$ cat config.mk
export PLATFORM = sky130hd
export DESIGN_NAME = mfp_irq_ctrl
export DESIGN_NICKNAME = d
export VERILOG_FILES = /design/src/rtl/mfp_irq_ctrl.sv
export SDC_FILE = /design/constraint.sdc
export NUM_CORES = 1
export LEC_CHECK = 0
export BUFFER_PORTS_ARGS = -buffer_cell sky130_fd_sc_hd__buf_2
export CAP_MARGIN = 25
export CORE_ASPECT_RATIO = 1.1
export CORE_UTILIZATION = 49
export DETAILED_ROUTE_END_ITERATION = 7
export GPL_ROUTABILITY_DRIVEN = 0
export GPL_TIMING_DRIVEN = 0
export PLACE_DENSITY = 0.68
export SYNTH_ARGS = -nofsm -noshare
export SYNTH_HDL_FRONTEND = slang
export SYNTH_SLANG_ARGS = --single-unit
$ cat constraint.sdc
create_clock -name clk -period 12.56 [get_ports clk]
set_input_delay 1.884 -clock clk [delete_from_list [all_inputs] [get_ports clk]]
set_output_delay 1.884 -clock clk [all_outputs]
set_load 0.02 [all_outputs]
$ cat src/rtl/mfp_irq_ctrl.sv
// Vectored, priority-encoded interrupt controller for NUM_IRQ sources with per-channel
// polarity and edge/level select, MFP-style register banks and a vector latched on iack.
module mfp_irq_ctrl #(
  parameter int NUM_IRQ = 16,
  parameter int IDX_W   = $clog2(NUM_IRQ),
  parameter int NB      = NUM_IRQ / 8
) (
  input  logic               clk,
  input  logic               reset,
  input  logic               clk_en,
  input  logic [7:0]         din,
  input  logic               sel,
  input  logic [4:0]         addr,
  input  logic               ds,
  input  logic               rw,
  output logic [7:0]         dout,
  output logic               dtack,
  input  logic [NUM_IRQ-1:0] src,
  output logic               irq,
  input  logic               iack
);
  typedef logic [NUM_IRQ-1:0] word_t;

  localparam logic [2:0] R_IER  = 3'd0;
  localparam logic [2:0] R_IPR  = 3'd1;
  localparam logic [2:0] R_ISR  = 3'd2;
  localparam logic [2:0] R_IMR  = 3'd3;
  localparam logic [2:0] R_AER  = 3'd4;
  localparam logic [2:0] R_MODE = 3'd5;
  localparam logic [2:0] R_VR   = 3'd7;

  word_t ier, ipr, isr, imr, aer, mode, s_d;
  logic [7:0] vr, vec;
  logic sel_d, iack_d;

  logic [2:0] rsel;
  logic [1:0] bank;
  logic       wr, rd_en, ack;
  word_t      lane, wdat, s, evt, pend, ipr_n, isr_n, rd_word;
  logic [7:0] rd_byte;
  logic [IDX_W:0]   p_top, s_top;
  logic [IDX_W-1:0] hp, hp_vec;

  // Highest set bit as index+1, so an empty vector (0) ranks below every real source.
  function automatic logic [IDX_W:0] top_bit(input word_t v);
    top_bit = '0;
    for (int i = 0; i < NUM_IRQ; i++)
      if (v[i]) top_bit = (IDX_W+1)'(i + 1);
  endfunction

  assign rsel  = addr[4:2];
  assign bank  = addr[1:0];
  assign wr    = sel & ~sel_d & ~ds & ~rw;
  assign rd_en = sel & ~ds & rw;
  assign dtack = sel_d & sel;
  assign ack   = iack & ~iack_d;

  // Banks at or beyond NB shift the byte lane out of the word, so such writes touch nothing.
  assign lane = word_t'(8'hFF) << {bank, 3'b000};
  assign wdat = {NB{din}};

  assign s    = src ^ ~aer;
  assign evt  = s & (mode | ~s_d);
  assign pend = ipr & imr;

  assign p_top  = top_bit(pend);
  assign s_top  = top_bit(isr);
  assign hp     = IDX_W'(p_top - 1'b1);
  assign hp_vec = (pend != '0) ? hp : {IDX_W{1'b0}};
  assign irq    = p_top > s_top;

  always_comb begin
    ipr_n = ipr;
    isr_n = isr;
    if (wr && (rsel == R_IER || rsel == R_IPR)) ipr_n = ipr_n & (~lane | wdat);
    if (wr && rsel == R_ISR) isr_n = isr_n & (~lane | wdat);
    if (ack && pend != '0) begin
      ipr_n[hp] = 1'b0;
      if (vr[3]) isr_n[hp] = 1'b1;
    end
    // New events are applied last so they win over any clear in the same cycle.
    ipr_n = ipr_n | (evt & ier);
  end

  always_comb begin
    rd_word = '0;
    case (rsel)
      R_IER:   rd_word = ier;
      R_IPR:   rd_word = ipr;
      R_ISR:   rd_word = isr;
      R_IMR:   rd_word = imr;
      R_AER:   rd_word = aer;
      R_MODE:  rd_word = mode;
      default: rd_word = '0;
    endcase
    rd_byte = 8'h00;
    for (int b = 0; b < NB; b++)
      if (int'(bank) == b) rd_byte = rd_word[8*b +: 8];
    dout = 8'h00;
    if (rd_en)     dout = (rsel == R_VR) ? vr : rd_byte;
    else if (iack) dout = vec;
  end

  always_ff @(posedge clk or posedge reset) begin
    if (reset) begin
      ier    <= '0;
      ipr    <= '0;
      isr    <= '0;
      imr    <= '0;
      aer    <= '0;
      mode   <= '0;
      s_d    <= '0;
      vr     <= 8'h00;
      vec    <= 8'h00;
      sel_d  <= 1'b0;
      iack_d <= 1'b0;
    end else if (clk_en) begin
      sel_d  <= sel;
      iack_d <= iack;
      s_d    <= s;
      ipr    <= ipr_n;
      isr    <= isr_n;
      if (wr) begin
        case (rsel)
          R_IER:   ier  <= (ier & ~lane) | (wdat & lane);
          R_IMR:   imr  <= (imr & ~lane) | (wdat & lane);
          R_AER:   aer  <= (aer & ~lane) | (wdat & lane);
          R_MODE:  mode <= (mode & ~lane) | (wdat & lane);
          R_VR:    vr   <= din;
          default: ;
        endcase
      end
      if (ack) vec <= {vr[7:IDX_W], hp_vec};
    end
  end
endmodule
### Word-level counts from Yosys, hierarchy flattened

Index checks and enable logic that the tools add are counted.

| cells by class | value |
|---|---|
| $add $sub $neg | 1 |
| magnitude comparators | 3 |
| equality and inequality tests | 7 |
| shift-type cells | 1 |
| multiplexer cells | 46 |
| bitwise operators | 35 |
| reduce and logical (&&, ||, !) cells | 14 |

Operators by type and width:

| kind | number |
|---|---|
| AND 16 bit | 11 |
| two-way mux 5 bit | 30 |
| bitwise OR 16 bit | 8 |
| case mux 16 bit (6 select lines) | 1 |
| two-way mux 16 bit | 5 |
| NOT 16 bit | 4 |
| two-way mux 8 bit | 5 |
| nonzero test 16 bit | 1 |
| left shift 8 x 5 -> 16 bit, first input constant | 1 |
| bitwise XOR 16 bit | 1 |
| AND reduction 3 bit | 5 |
| equality test 3 bit, second input constant | 3 |
| AND 1 bit | 7 |
| equality test 3 x 2 -> 1 bit, second input constant | 2 |
| greater-than comparator 5 bit | 1 |
| < comparator 4 x 5 -> 1 bit, second input constant | 1 |
| demux 1 bit (select 4 bit) | 1 |
| greater-or-equal comparator 4 x 1 -> 1 bit, second input constant | 1 |
| logical AND 1 bit | 4 |
| two-way mux 4 bit | 1 |
| NOT 1 bit | 4 |
| subtractor 4 x 1 -> 4 bit, second input constant | 1 |
| equality test 3 x 1 -> 1 bit, second input constant | 1 |
| zero test 3 bit | 1 |
| other kinds (5) | 7 |

| storage, ports and cells | value |
|---|---|
| register bits | 130 |
| input bits | 36 |
| output and inout port bits | 10 |
| word-level logic and storage cells | 118 |

### Longest topological paths before layout

Gate-level depths: netlist of the first run.

| logic depth | value |
|---|---|
| word-level depth | 26 |
| gate-level depth with buffers | 13 |
| depth with buffers taken out | 13 |

### Least setup slack after synthesis of the first run

OpenSTA, ideal clock, no wires.

| path | value |
|---|---|
| path kind | input -> output |
| start | input addr[2] |
| end | output dout[6] |
| arrival | 3.560 ns |
| required time | 10.676 ns |
| slack | 7.116 ns |
| stages on the path | 8 |
| cell sequence | buf_2 buf_2 nor3b_1 nand2_1 o221ai_1 a22o_1 a21oi_1 o21ai_0 |

| between the ends | value |
|---|---|
| cells in the longest elaborated chain, start to end | 6 |
| elaborated cells between the ends (all ways) | 12 |
| those cells by class | eq/ne (6); mux (5); reduce/logical (1) |

RTL lines:

| what | line | text |
|---|---|---|
| start, declared | 13 | `input logic [4:0] addr,` |
| equality test 3 bit, or another cell as far along | 87 | `case (rsel)` |
| case mux 16 bit (6 select lines) | 87 |  |
| two-way mux 8 bit (2 in series) | 98 | `if (int'(bank) == b) rd_byte = rd_word[8*b +: 8];` |
| two-way mux 8 bit * (2 in series) | 100 | `if (rd_en) dout = (rsel == R_VR) ? vr : rd_byte;` |
| end, declared | 16 | `output logic [7:0] dout,` |

Mark *: on every way between the ends. The rest lies on a longest branch, timed or not.

### Worst setup path after layout of the first run

| path | value |
|---|---|
| start | input addr[3] |
| end | output dout[2] |

Same word-level chain as after synthesis.

==> summary.md, run 1 <==
| Metric | Value |
|---|---|
| Global-route wire length before repair | 36.7 mm |
| Arrival @ worst endpoint | 4.66 ns |
| Final net count | 784 |
| Core Region | 14,500 um^2 |
| Cell variety after synth | 64 |
| Slew HR | 25.8% |
| Routed length per instance | 25.3 um |
| Post-CTS setup buffer count | 0 |
| Final min period | 6.54 ns |
| DRC viols | 0 |
| Share of flip-flops with an asynchronous set or reset | 100% |
| Max cap viols | 0 |
| PortBufs | 43 |
| Max VDD drop | 0.100 mV |
| Top cell type's share of synthesized area | 44.4% |
| Io pins | 46 |
| Register bit total from synthesis | 130 |
| Setup crit start kind | input pin |
| Placed Instances | 911 |
| Design Area, Final | 8450 um^2 |
| CTS sink count | 130 |
| Chip Width | 119 um |
| Req. time, crit path | 10.68 ns |
| Layout Cells excl Fill | 943 |
| Overflow after GRT | 0 |
| CTS tree | yes |
| Overall die area | 15,500 um^2 |
| Mapped Nets | 721 |
| Ant diodes | 0 |
| Leak pwr | 0.00370 uW |
| Final Cycle Share | 52.1% |
| Hold WC Path Type | register to register |
| DP Wirelength | 17.3 mm |
| Tot GR Track Use | 32.5% |
| Clk_lat worst skew | 0.43 ns |
| Initial Util | 50.6% |
| Synth Flop Type | dfrtp_1 |
| Setup TNS | 0 ns |
| Share of cells above drive strength 1 | 27.4% |
| CTS max path bufs | 2 |
| Post-CTS Hold Buffers | 0 |
| Fmax achieved | 0.153 GHz |
| Worst setup EP type | output pin |
| CTS Buf Count | 17 |
| P per Cell Area | 143 nW/um^2 |
| Cell taking the most area after synthesis | dfrtp_1 |
| H-tree Lvls | 4 |
| Setup-failing EPs final | 0 |
| RSZ-0062 raised after global routing | false |
| Vias in the first global route | 6,216 |
| Initial antenna violation count | 0 |
| Post-DRT Antenna Nets | 0 |
| Vert. Die Dim | 130 um |
| Fin. max-slew vios | 0 |
| Post-Route WL | 23.8 mm |
| Max Clock Skew | 0.0105 ns |
| Drt first pass iters | 5 |
| Run status | completed |
| Vias after detailed routing | 6,243 |
| Critical path class | input pin to output pin |
| Post-Syn Area per Cell | 10.9 um^2 |
| Reg2reg setup slack | 8.87 ns |
| Post-Syn Area | 7330 um^2 |
| Number of synthesized flops with an enable pin | 0 |
| Largest cells by area after synthesis | dfrtp_1 (44%), mux2_2 (15%), o21ai_0 (3.9%) |
| Seq/Total Area, Yosys | 44.4% |
| Slew @ Worst Pin | 1.11 ns |
| Hold WS | 0.482 ns |
| Vias per cell | 6.62 |
| FP Rows | 46 |
| Layout area overhead | 15.3% |
| Cells after Synth | 675 |
| Post-place instance area | 7820 um^2 |
| Largest net degree at the start of global routing | 74 |
| Final hold vios | 0 |
| Clock-pin slew on the worst setup and hold paths | 0.06 ns |
| DRT iter0 DRCs | 796 |
| Post-cts resize count | 0 |
| Clock root cell | clkbuf_16 |
| Ys Warns | 0 |
| Crit Path Max Fanout | 10 |
==> placed cells by master (no fill, tap or decap), types with 4 or more instances in the layout <==
| cell | n |
|---|---|
| ha_1 | 10 |
| a22oi_1 | 17 |
| dfrtp_1 | 130 |
| buf_2 | 49 |
| xnor2_1 | 17 |
| nand3_1 | 18 |
| o2111ai_1 | 4 |
| and3_1 | 7 |
| nand2_1 | 33 |
| nor2_1 | 13 |
| nor3_1 | 7 |
| clkbuf_1 | 28 |
| buf_1 | 4 |
| o21ai_0 | 57 |
| o31ai_1 | 9 |
| o22ai_1 | 8 |
| and2_1 | 5 |
| o31ai_2 | 8 |
| a22o_1 | 15 |
| and2_0 | 12 |
| a41oi_1 | 24 |
| mux2i_1 | 11 |
| clkbuf_16 | 17 |
| inv_1 | 17 |
| a21oi_1 | 18 |
| mux2_2 | 100 |
| bufinv_16 | 4 |
| nand2b_1 | 20 |
| nor2b_1 | 23 |
==> metal layers <==
metal / up-vias / GRT usage, % / routed length (um)
li1: 2684 / - / -
met4: 0 / 18.7 / 1260
met2: 360 / 51.4 / 11000
met3: 108 / 8.22 / 2260
met5: - / 0 / 0
met1: 3091 / 40.8 / 9280
==> synthesized netlist by cell type (all sizes together), types with 8 or more instances <==
library cell  number
a21oi             18
a22o              16
a22oi             17
a41oi             25
and2              17
buf               14
clkbuf            25
dfrtp            130
ha                10
inv               18
mux2             100
mux2i             11
nand2             33
nand2b            20
nand3             18
nor2              13
nor2b             23
nor3               8
o21ai             58
o22ai              8
o31ai             17
xnor2             17
==> cell families after synthesis <==
family,Yosys count,synth area share (%)
flip-flops,130,44.4
buffers and inverters,57,3.33
adder cells (fa/ha/maj),10,1.71
XOR/XNOR,18,2.15
AO/OA/AOI/OAI,194,19.4
AND/OR/NAND/NOR,152,11.3
multiplexers,114,17.8
==> worst max-delay path: stages <==
cell	delay, ns
buf_2	0.09
clkbuf_1	0.44
buf_1	0.52
clkbuf_1	0.54
a21oi_1	0.10
o21ai_0	0.47
a21oi_1	0.20
a31o_2	0.25
buf_2	0.15
==> path summary, 6_finish.rpt <==
check / startpoint / end / cells after the start
max: addr[3] / dout[2] / 9
min: vec[1]$_DFFE_PP0P_ / vec[1]$_DFFE_PP0P_ / 2
max reg2reg: ipr[3]$_DFFE_PP0P_ / isr[10]$_DFFE_PP0P_ / 10
min reg2reg: vec[1]$_DFFE_PP0P_ / vec[1]$_DFFE_PP0P_ / 2
max in group asynchronous: reset / vr[7]$_DFFE_PP0P_ / 3
min in group asynchronous: reset / asynchronous set/reset pin / 2
==> where the power goes <==
group | switching (uW) | internal [uW]
clock network | 186 | 347
logic | 137 | 74.7
registers | 18.0 | 442
==> through the flow <==
stage	setup slack, ns	util (%)	power [uW]
2_1_floorplan	7.12	-	598
3_3_place_gp	5.82	53.7	665
3_5_place_dp	6.29	53.9	672
4_1_cts	6.26	58.3	1200
5_1_grt	6.03	58.3	1240
6_report	6.02	58.3	1200
==> layout make-up <==
type	count	area [um^2]
Multi-Input combinational cell	488	3840
Buffer	39	176
Sequential cell	130	3250
Timing Repair Buffer	44	243
Tap cell	192	240
Clock inverter	9	153
Fill cell	1237	6050
Inverter	18	72.6
Clock buffer	23	478
Power figures use the tool's default switching activity.
==> inputs of run 2 (changes only) <==
==> constraint.sdc (replaced) <==
create_clock -name clk -period 6.3 [get_ports clk]
set_input_delay 0.945 -clock clk [delete_from_list [all_inputs] [get_ports clk]]
set_output_delay 0.945 -clock clk [all_outputs]
set_load 0.02 [all_outputs]
==> run 2 against run 1 <==
  * Via count grew 0.16%
  * Worst hold slack improved by 0.00057 ns
  * Clock skew is 0.0024 ns lower
  * Design area unchanged
  * Flip-flop and latch count unchanged
  * Critical endpoint unchanged
  * Largest power group unchanged
==> summary.md, run 2 (same netlist as run 1, synthesis figures left out) <==
| Metric | Value |
|---|---|
| Max Clock Skew | 0.00813 ns (was 0.0105 ns) |
| P per Cell Area | 284 nW/um^2 (was 143 nW/um^2) |
| Reg2Reg Depth | 10 (unchanged) |
| Post-CTS setup buffer count | 0 (unchanged) |
| Worst setup margin | 1.71 ns (was 6.02 ns) |
| Overall die area | 15,500 um^2 (unchanged) |
| Arrival @ worst endpoint | 3.65 ns (was 4.66 ns) |
| Vias in the first global route | 6,202 (was 6,216) |
| Setup TNS | 0 ns (unchanged) |
| Hold WC Path Type | register to register (unchanged) |
| Global-route wire length before repair | 36.8 mm (was 36.7 mm) |
| Net Sw Frac | 28.3% (about the same) |
| Sequential Power Share | 38.2% (about the same) |
| Post-place instance area | 7820 um^2 (unchanged) |
| Crit Path Max Fanout | 10 (unchanged) |
| Final core occ | 58.3% (unchanged) |
| Post-cts resize count | 0 (unchanged) |
| Int Pwr | 1720 uW (was 864 uW) |
| Final net count | 784 (unchanged) |
| Clk_lat worst skew | 0.43 ns (about the same) |
| Worst setup EP type | output pin (unchanged) |
| Share of cells above drive strength 1 | 27.4% (unchanged) |
| Fmax achieved | 0.218 GHz |
| Slew HR | 22.0% (was 25.8%) |
| Slew @ Worst Pin | 1.16 ns (was 1.11 ns) |
| Leak pwr | 0.00370 uW (unchanged) |
| FP Rows | 46 (unchanged) |
| Drt first pass iters | 6 (was 5) |
| Layout area overhead | 15.3% (unchanged) |
| Setup-failing EPs final | 0 (unchanged) |
| Ant diodes | 0 (unchanged) |
| Hold path cells | 2 (unchanged) |
| DRC viols | 0 (unchanged) |
| Io pins | 46 (unchanged) |
| CTS tree | yes (unchanged) |
| Req. time, crit path | 5.35 ns (was 10.68 ns) |
| Routed length per instance | 25.3 um (about the same) |
| Overflow after GRT | 0 (unchanged) |
| Reg2reg setup slack | 2.61 ns (was 8.87 ns) |
| CTS sink count | 130 (unchanged) |
| Critical path class | input pin to output pin (unchanged) |
| Vert. Die Dim | 130 um (unchanged) |
| Switching pwr | 680 uW (was 341 uW) |
| Logic pwr share | 17.5% (was 17.6%) |
| CTS Buf Count | 17 (unchanged) |
| R2R Path End | isr[10]$_DFFE_PP0P_ (unchanged) |
| Start of the worst register-to-register path | ipr[3]$_DFFE_PP0P_ (unchanged) |
| Design Area, Final | 8450 um^2 (unchanged) |
| DP Wirelength | 17.3 mm (unchanged) |
| PortBufs | 43 (unchanged) |
| Hold WS | 0.483 ns (was 0.482 ns) |
| Min-delay src | vec[1]$_DFFE_PP0P_ (unchanged) |
| Chip Width | 119 um (unchanged) |
| RSZ-0062 raised after global routing | false (unchanged) |
| Tot GR Track Use | 32.5% (about the same) |
| Final Cycle Share | 72.9% |
| Clock-pin slew on the worst setup and hold paths | 0.05 ns (was 0.06 ns) |
| Vias per cell | 6.63 (was 6.62) |
| Initial antenna violation count | 0 (unchanged) |
| Post-CTS Hold Buffers | 0 (unchanged) |
| Core Region | 14,500 um^2 (unchanged) |
| Post-Route WL | 23.8 mm (about the same) |
| Post-DRT Antenna Nets | 0 (unchanged) |
| Max VDD drop | 0.200 mV (was 0.100 mV) |
| Final hold vios | 0 (unchanged) |
| DRT iter0 DRCs | 815 (was 796) |
| Largest net degree at the start of global routing | 74 (unchanged) |
| WHS Endpoint | vec[1]$_DFFE_PP0P_ (unchanged) |
| Initial Util | 50.6% (unchanged) |
| Pre-CTS setup slack | 1.91 ns (was 6.29 ns) |
| Vias after detailed routing | 6,253 (was 6,243) |
| Fin. max-slew vios | 0 (unchanged) |
| CTS max path bufs | 2 (unchanged) |
| Final min period | 4.59 ns |
| Run status | completed (unchanged) |
| H-tree Lvls | 4 (unchanged) |
| Most frequent cells in the layout | dfrtp_1 (130), mux2_2 (100), o21ai_0 (57) (unchanged) |
| Max cap viols | 0 (unchanged) |
| Leading cell type in the layout, fill and taps excluded | dfrtp_1 (unchanged) |
| Clock root cell | clkbuf_16 (unchanged) |
| Setup crit start kind | input pin (unchanged) |
| Clock power share | 44.3% (about the same) |
## run 2: stage by stage
stage / power (uW) / instances
6_report: 2400 / 943
5_1_grt: 2480 / 943
4_1_cts: 2390 / 943
3_5_place_dp: 1340 / 911
3_3_place_gp: 1330 / 910
2_1_floorplan: 1190 / 675
## run 2: worst max path at each step
stage | slack, ns | endpoint | start
CTS | 1.88 | dout[2] | addr[3]
floorplan | 1.89 | asynchronous set/reset pin | reset
global placement | 0.50 | vec[7]$_DFFE_PP0P_ | reset
detailed placement | 1.91 | dout[2] | addr[3]
finish | 1.71 | dout[2] | addr[3]
global route | 1.64 | dout[2] | addr[3]
## run 2: power groups by stage
stage               logic (uW)  clock network, uW  registers [uW]
floorplan                  275                  0             917
global placement           398                  0             927
detailed placement         410                  0             930
CTS                        412               1070             916
global route               449               1110             923
finish                     421               1060             917
## run 2: routing by layer
metal  GRT usage (%)  share of wire [%]
met1            40.8                 39
met2            51.4                 47
met3            8.65                9.4
met4            18.4                4.7
met5               0                  0
## run 2: final cells by class
| type | instances | area, um^2 |
|---|---|---|
| Clock inverter | 9 | 153 |
| Sequential cell | 130 | 3250 |
| Timing Repair Buffer | 44 | 243 |
| Buffer | 39 | 176 |
| Inverter | 18 | 72.6 |
| Tap cell | 192 | 240 |
| Fill cell | 1237 | 6050 |
| Clock buffer | 23 | 478 |
| Multi-Input combinational cell | 488 | 3840 |
## run 2: worst max-delay path, cell delays in order
cell and delay (ns):
buf_2 0.09, clkbuf_1 0.44, buf_1 0.50, clkbuf_1 0.53, a21oi_1 0.11, o21ai_0 0.43
a21oi_1 0.19, a31o_2 0.25, buf_2 0.15
